File: config.mk
export PLATFORM = sky130hd
export DESIGN_NAME = run_len_detector_flat
export DESIGN_NICKNAME = d
export VERILOG_FILES = /design/src/rtl/run_len_pkg.sv /design/src/rtl/run_len_detector_if.sv /design/src/rtl/sat_counter.sv /design/src/rtl/run_len_detector.sv /design/src/flat_wrapper.sv
export SDC_FILE = /design/constraint.sdc
export NUM_CORES = 1
export LEC_CHECK = 0
export CAP_MARGIN = 15
export CELL_PAD_IN_SITES_DETAIL_PLACEMENT = 2
export CELL_PAD_IN_SITES_GLOBAL_PLACEMENT = 2
export CORE_MARGIN = 5
export CORE_UTILIZATION = 36
export CTS_CLUSTER_SIZE = 12
export DETAILED_ROUTE_END_ITERATION = 10
export DONT_BUFFER_PORTS = 1
export GPL_TIMING_DRIVEN = 0
export PLACE_DENSITY = 0.81
export SLEW_MARGIN = 10
export SYNTH_ARGS = -nofsm -noshare
export SYNTH_HDL_FRONTEND = slang
export SYNTH_SLANG_ARGS = --single-unit
File: constraint.sdc
create_clock -name clk -period 1.65 [get_ports clk]
set_input_delay 0.165 -clock clk [delete_from_list [all_inputs] [get_ports clk]]
set_output_delay 0.165 -clock clk [all_outputs]
set_load 0.005 [all_outputs]
File: src/rtl/run_len_pkg.sv
// rtl/run_len_pkg.sv - state encoding shared by the run-length detector files
package run_len_pkg;

  // Gray-coded so that IDLE->ACC->HIT each flip a single bit
  typedef enum logic [1:0] {
    IDLE = 2'b00,
    ACC  = 2'b01,
    HIT  = 2'b11
  } state_t;

  localparam logic [1:0] ILLEGAL_CODE = 2'b10;

endpackage

File: src/rtl/run_len_detector_if.sv
// rtl/run_len_detector_if.sv - sample/detect bundle; RUN_DET_STICKY_EN adds sticky_clr/sticky
interface run_len_detector_if #(
  parameter int CNT_W = 4
);

  logic             en;
  logic             ina;
  logic             polarity;
  logic             retrig;
  logic             dataout;
  logic             det_pulse;
  logic [CNT_W-1:0] run_cnt;
  logic [1:0]       state_o;
`ifdef RUN_DET_STICKY_EN
  logic             sticky_clr;
  logic             sticky;

  modport master (
    output en, ina, polarity, retrig, sticky_clr,
    input  dataout, det_pulse, run_cnt, state_o, sticky
  );

  modport slave (
    input  en, ina, polarity, retrig, sticky_clr,
    output dataout, det_pulse, run_cnt, state_o, sticky
  );
`else
  modport master (
    output en, ina, polarity, retrig,
    input  dataout, det_pulse, run_cnt, state_o
  );

  modport slave (
    input  en, ina, polarity, retrig,
    output dataout, det_pulse, run_cnt, state_o
  );
`endif

endinterface

File: src/rtl/sat_counter.sv
// rtl/sat_counter.sv - W-bit up-counter that sticks at all-ones, sync clear has priority
module sat_counter #(
  parameter int W = 4
) (
  input  logic         clk,
  input  logic         rst,
  input  logic         clr_i,
  input  logic         inc_i,
  output logic [W-1:0] cnt_o
);

  logic [W-1:0] cnt_q, cnt_d;

  always_comb begin
    cnt_d = cnt_q;
    if (clr_i) begin
      cnt_d = '0;
    end else if (inc_i && (cnt_q != '1)) begin
      cnt_d = cnt_q + 1'b1;
    end
  end

  always_ff @(posedge clk or negedge rst) begin
    if (!rst) begin
      cnt_q <= '0;
    end else begin
      cnt_q <= cnt_d;
    end
  end

  assign cnt_o = cnt_q;

endmodule

File: src/rtl/run_len_detector.sv
// rtl/run_len_detector.sv - consecutive-run detector with retrigger pulse; RUN_DET_STICKY_EN adds sticky flag
module run_len_detector
  import run_len_pkg::*;
#(
  parameter int RUN_LEN = 3,
  parameter int CNT_W   = 4
) (
  input  logic                clk,
  input  logic                rst,
  run_len_detector_if.slave   bus
);

  localparam logic [CNT_W-1:0] LAST_PHASE = CNT_W'(RUN_LEN - 1);
  localparam logic [CNT_W:0]   RUN_LEN_W  = (CNT_W + 1)'(RUN_LEN);

  state_t           state_q, state_d;
  logic [CNT_W-1:0] phase_q, phase_d;
  logic             det_q, det_d;
  logic             cnt_clr, cnt_inc;
  logic [CNT_W-1:0] run_cnt;
  logic [CNT_W:0]   next_cnt;
  logic             match;

  assign match    = (bus.ina == bus.polarity);
  assign next_cnt = {1'b0, run_cnt} + 1'b1;

  always_comb begin
    state_d = state_q;
    phase_d = phase_q;
    det_d   = 1'b0;
    cnt_clr = 1'b0;
    cnt_inc = 1'b0;
    if (bus.en) begin
      case (state_q)
        IDLE: begin
          if (match) begin
            state_d = ACC;
            cnt_inc = 1'b1;
          end
        end
        ACC: begin
          if (!match) begin
            state_d = IDLE;
            cnt_clr = 1'b1;
          end else begin
            cnt_inc = 1'b1;
            if (next_cnt == RUN_LEN_W) begin
              state_d = HIT;
              det_d   = 1'b1;
              phase_d = '0;
            end
          end
        end
        HIT: begin
          if (!match) begin
            state_d = IDLE;
            cnt_clr = 1'b1;
            phase_d = '0;
          end else begin
            cnt_inc = 1'b1;
            // Phase runs independently of run_cnt so retrigger survives saturation
            if (phase_q == LAST_PHASE) begin
              phase_d = '0;
              det_d   = bus.retrig;
            end else begin
              phase_d = phase_q + 1'b1;
            end
          end
        end
        default: begin
          state_d = IDLE;
          cnt_clr = 1'b1;
          phase_d = '0;
        end
      endcase
    end
  end

  always_ff @(posedge clk or negedge rst) begin
    if (!rst) begin
      state_q <= IDLE;
      phase_q <= '0;
      det_q   <= 1'b0;
    end else begin
      state_q <= state_d;
      phase_q <= phase_d;
      det_q   <= det_d;
    end
  end

  sat_counter #(.W(CNT_W)) u_run_cnt (
    .clk   (clk),
    .rst   (rst),
    .clr_i (cnt_clr),
    .inc_i (cnt_inc),
    .cnt_o (run_cnt)
  );

  assign bus.dataout   = (state_q == HIT);
  assign bus.det_pulse = det_q;
  assign bus.run_cnt   = run_cnt;
  assign bus.state_o   = state_q;

`ifdef RUN_DET_STICKY_EN
  logic sticky_q;

  always_ff @(posedge clk or negedge rst) begin
    if (!rst) begin
      sticky_q <= 1'b0;
    end else begin
      sticky_q <= det_q | (sticky_q & ~bus.sticky_clr);
    end
  end

  assign bus.sticky = sticky_q;
`endif

endmodule

File: src/flat_wrapper.sv
// flat-port wrapper written by rule: the top's interface ports become plain ports
module run_len_detector_flat import run_len_pkg::*;
#(
  parameter int RUN_LEN = 3,
  parameter int CNT_W   = 4
)
  (clk, rst, bus_en, bus_ina, bus_polarity, bus_retrig, bus_dataout, bus_det_pulse, bus_run_cnt, bus_state_o);
  run_len_detector_if #(.CNT_W(CNT_W)) bus_i ();
  input  logic clk;
  input  logic rst;
  input wire logic [$bits(bus_i.en)-1:0] bus_en;
  input wire logic [$bits(bus_i.ina)-1:0] bus_ina;
  input wire logic [$bits(bus_i.polarity)-1:0] bus_polarity;
  input wire logic [$bits(bus_i.retrig)-1:0] bus_retrig;
  output wire logic [$bits(bus_i.dataout)-1:0] bus_dataout;
  output wire logic [$bits(bus_i.det_pulse)-1:0] bus_det_pulse;
  output wire logic [$bits(bus_i.run_cnt)-1:0] bus_run_cnt;
  output wire logic [$bits(bus_i.state_o)-1:0] bus_state_o;
  assign bus_i.en = bus_en;
  assign bus_i.ina = bus_ina;
  assign bus_i.polarity = bus_polarity;
  assign bus_i.retrig = bus_retrig;
  assign bus_dataout = bus_i.dataout;
  assign bus_det_pulse = bus_i.det_pulse;
  assign bus_run_cnt = bus_i.run_cnt;
  assign bus_state_o = bus_i.state_o;
  run_len_detector #(.RUN_LEN(RUN_LEN), .CNT_W(CNT_W)) u_core (.clk(clk), .rst(rst), .bus(bus_i));
endmodule
Word-level counts from Yosys, hierarchy flattened

Index checks and enable logic that the tools add are counted.

Multiplexer cells: 24
Bitwise gates (word level): 1
Equal/unequal tests: 11
Reduce and logical (&&, ||, !) cells: 7
Add/subtract/negate cells: 3

Operator list:

| operator              | number |
|---|---|
| $mux W4               | 6 |
| $pmux W4 S3           | 1 |
| $mux W1               | 10 |
| $add A4 B1 Y4 const B | 2 |
| $mux W2               | 4 |
| $reduce_and A4 Y1     | 2 |
| $ne A2 B1 Y1 const B  | 3 |
| $pmux W2 S3           | 1 |
| $add A4 B1 Y5 const B | 1 |
| $eq A5 B2 Y1 const B  | 1 |
| $eq A4 B2 Y1 const B  | 1 |
| $ne A4 B4 Y1 const B  | 1 |
| $pmux W1 S2           | 2 |
| $ne A3 B3 Y1 const B  | 1 |
| $reduce_or A3 Y1      | 1 |
| $eq A2 B1 Y1 const B  | 1 |
| $eq A2 B2 Y1 const B  | 1 |
| $logic_not A2 Y1      | 1 |
| $ne A2 B2 Y1 const B  | 1 |
| $reduce_bool A2 Y1    | 1 |
| $reduce_or A2 Y1      | 1 |
| $eq A1 B1 Y1          | 1 |
| $logic_and A1 B1 Y1   | 1 |
| $not A1 Y1            | 1 |

Flip-flop bits (word level): 11
Word-level logic and storage cells: 50
Output and inout port bits: 8
Input port bits: 6

Logic depth before layout (Yosys ltp)

Gate-level depths: netlist of the first run.

Word-level depth: 7
Depth in mapped cells: 6

Modules after synthesis

Synthesis of the first run repeated with hierarchy kept, for this count alone.

Cell total of the unflattened synthesis: 63
Area, all modules: 653.1 sq um

By module, submodules not included:

| module           | instances | area each (sq um) | cells each |
|---|---|---|---|
| run_len_detector | 1         | 424.2             | 43 |
| sat_counter      | 1         | 229.0             | 20 |

Worst setup path before layout of the first run

Ideal clock, no wire load.

Path type: flip-flop to flip-flop
Start: register u_core.u_run_cnt.cnt_q[0] (netlist: u_core.u_run_cnt.cnt_o[0])
End: register u_core.phase_q[2]
Period minus slack after synthesis: 1.534 ns
Path slack: 0.116 ns
Buffers on the path: 0
Stages on the path, launching flop included: 6
Arrival time: 1.409 ns
Cell sequence: dfrtp_1 > ha_1 > nor2_1 > o21bai_1 > a32oi_1 > a221o_1

Cells in the longest elaborated chain, start to end: 4

Ends and longest elaborated chain:

| element                     | RTL line               | source |
|---|---|---|
| start: declaration          | sat_counter.sv:12      | `logic [W-1:0] cnt_q, cnt_d;` |
| start signal: assignment    | sat_counter.sv:27      | `cnt_q <= cnt_d;` |
| $add A4 B1 Y5               | run_len_detector.sv:25 | `assign next_cnt = {1'b0, run_cnt} + 1'b1;` |
| $eq A5 B2 Y1                | run_len_detector.sv:47 | `if (next_cnt == RUN_LEN_W) begin` |
| $ne A2 B1 Y1 (no line)      | -                      |  |
| $reduce_and A4 Y1 (no line) | -                      |  |
| end signal: assignment      | run_len_detector.sv:86 | `phase_q <= phase_d;` |
| end: declaration            | run_len_detector.sv:17 | `logic [CNT_W-1:0] phase_q, phase_d;` |

No other way between the ends.
A chain may end at the register's enable or synchronous reset.

Final worst setup path of the first run

Same ends and word-level chain as after synthesis.

==> results of run 1 <==
-- timing repair --
action / CTS / global route
hold endpoints to repair: 12 / 0
hold buffers: 2 / 0
pin swaps: 1 / 0
setup endpoints to repair: 3 / 5
cloned: 0 / 0
gates resized for setup: 6 / 5
-- placed cells by master (no fill, tap or decap), types with 2 or more instances in the layout --
master	Yosys	routed
dfrtp_1	11	9
xnor2_1	3	3
nor3b_2	1	2
clkbuf_4	0	3
a21oi_1	5	5
and2_1	2	2
nand3_1	5	5
nor2_1	3	2
a21boi_0	2	2
ha_1	4	3
inv_2	1	2
nand2_1	3	3
dfrtp_2	0	2
dlygate4sd3_1	0	2
-- power by group --
part | internal (mW) | total (mW) | switching, mW
clock network | 0.0934 | 0.190 | 0.0961
registers | 0.336 | 0.435 | 0.0988
logic | 0.146 | 0.315 | 0.170
-- metrics by stage --
stage                     instances  TNS (ns)
final                            93         0
after global routing             93   -0.0294
after CTS                        93         0
after detailed placement         87    -0.147
after global placement           87   -0.0475
after floorplan                  62         0
-- sequential cells by signal, summed over array words and instances, names as in the netlist --
name / flops
u_core.phase_q: 4
u_core.u_run_cnt.cnt_o: 4
u_core.bus.state_o: 2
u_core.bus.det_pulse: 1
-- cells by family (layout without fill, tap and decap cells) --
logic type	Yosys count	count (layout)	share of synthesized area
AO/OA/AOI/OAI	15	15	0.174
XOR/XNOR	4	4	0.0549
adder cells (fa/ha/maj)	4	4	0.0784
buffers and inverters	3	9	0.0176
flip-flops	11	11	0.431
multiplexers	2	2	0.0333
AND/OR/NAND/NOR	23	23	0.210
-- area by class of cell --
cell class              instances  share of cell area
clock buffers                   4              0.0346
inverters                       3              0.0148
multi-input cells              48               0.517
flip-flops and latches         11               0.366
well taps                      25              0.0412
repair buffers                  2              0.0264
-- metal layers --
layer / share of wire / up-vias / GRT usage
met5: 0 / - / 0
met3: 0.058 / 2 / 0.0401
met4: 0.010 / 0 / 0.0524
li1: - / 237 / -
met2: 0.48 / 13 / 0.215
met1: 0.46 / 256 / 0.163
-- worst max-delay path by stage --
stage                        end  slack [ns]  depth (start not counted)
2_1_floorplan  u_core.phase_q[2]        0.12                          5
3_3_place_gp   u_core.phase_q[2]       -0.05                          5
3_5_place_dp   u_core.phase_q[2]       -0.11                          5
4_1_cts        u_core.phase_q[2]        0.02                          5
5_1_grt        u_core.phase_q[2]       -0.03                          5
6_report       u_core.phase_q[2]        0.05                          5
==> qor.csv, run 1 <==
metric;value;unit
crit path launch type;register;
worst slew pin tran;0.554;ns
Hold Fails Final Rpt;0;
CTS buffer count;3;
die width;52.1;microns
cell taking the most area after synthesis;dfrtp_1;
reg-to-reg critical path endpoint;u_core.phase_q[2];
clock root buffer;clkbuf_4;
Hold Path Stages;2;
vias;508;
max frequency;626;MHz
PwrDens;1240;nW/um^2
CP Class;reg -> reg;
dominant cells by area after synthesis;dfrtp_1 43%, ha_1 7.8%, xnor2_1 4.1%, a21oi_1 3.9%, nand3_1 3.9%;
CTS tree;done;
sequential-to-total area share from yosys stat;0.431;
drt pass-1 iters;1;
Post-CTS Setup Repair Bufs;0;
Layout fillers;190;
Pleak;0.303;nW
unrepaired setup endpoints after global routing;true;
Post-synth EDFFs;0;
routed length per instance;16.4;microns
CP arrival;1.75;ns
gpl congestion;0.761;
WHS;0.0562;ns
Final Power;0.940;mW
1st-iter DRT viols;0;
Crit. End Element;register;
RR Startpoint;u_core.u_run_cnt.cnt_o[0];
status;complete, no violations;
Max clock buf depth;2;
Worst-Skew Late Latency;0.27;ns
Via density;5.46;
hold path start;bus_en;
Clock Pin Slew Worst Setup and Hold Paths;0.08;ns
buffers added on ports;0;
Die Y;52.1;microns
Core Area;1710;sq um
Post-synth top flop;dfrtp_1;
share of the synthesized area in the top cell type;0.431;
register area;278;sq um
Post-Syn Nets;72;
IO Pins;14;
Hold Path Sink;u_core.bus.state_o[1];
Post-Syn Area per Cell;10.3;sq um
initial antenna violation count;0;
internal reg-to-reg setup slack;0.05;ns
final net count;79;
vias in the first global route;533;
Yosys cell types;31;
Max IR drop VDD;512;uV
fin util;0.445;
Gate Count Post-Synth;62;
HP Class;in -> reg;
CP required;1.80;ns
DRT Wirelength;1530;microns
Synth Warn #;0;
setup violators final;0;
synth-to-layout area growth;19.0;%
Seq cells post-synth;11;
grt total ovfl;0;
ratio of cells with drive above 1 in the final layout;0.294;
Commonest cells post-synth;11 x dfrtp_1, 5 x a21oi_1, 5 x nand3_1;
Max FO, Critical Path;4;
first-pass GRT wire length;2640;microns
Starting Density;0.374;
Worst path max stage delay;0.44;ns
CP top delay family;compound AO/OA/AOI/OAI gates;
residual DRC count;0;
Async S/R FF share, synth;1.00;
Mapped Area;638;sq um
row cnt;15;
largest net degree at the start of global routing;12;
Clock Skew;0.00789;ns
Final Slew Violations;0;
full die area;2710;sq um
pre-CTS WS;-0.114;ns
Post-DP Area;669;sq um
diode count;0;
post-route setup slack;0.0532;ns
design area;759;sq um
Tmin final;1.60;ns
Max-slew headroom;0.630;
CTS H-tree depth;1;
Max Cap Viol;0;
clk sinks;11;
slowest CP cell;dfrtp_2;
all-layer global routing usage;0.133;
Buf/Inv on CP;0;
reg2reg path depth;5;
area of the multi-input gates;393;sq um
DRT antenna net count;0;
CP Launch Point;u_core.u_run_cnt.cnt_o[0];
fin crit share;0.968;
most frequent cell after synthesis;dfrtp_1;
CP Cell Sequence;ha_2 -> nor2_2 -> o21bai_2 -> a32oi_2 -> a221o_1;
placed wire-length estimate;1140;microns
(Power assumes the default switching activity.)
==> inputs of run 2 (changes only) <==
ABC_AREA = 0   (was unset)
==> results of run 2 <==
Final layout, timing and power as in run 1 (identical DEF).
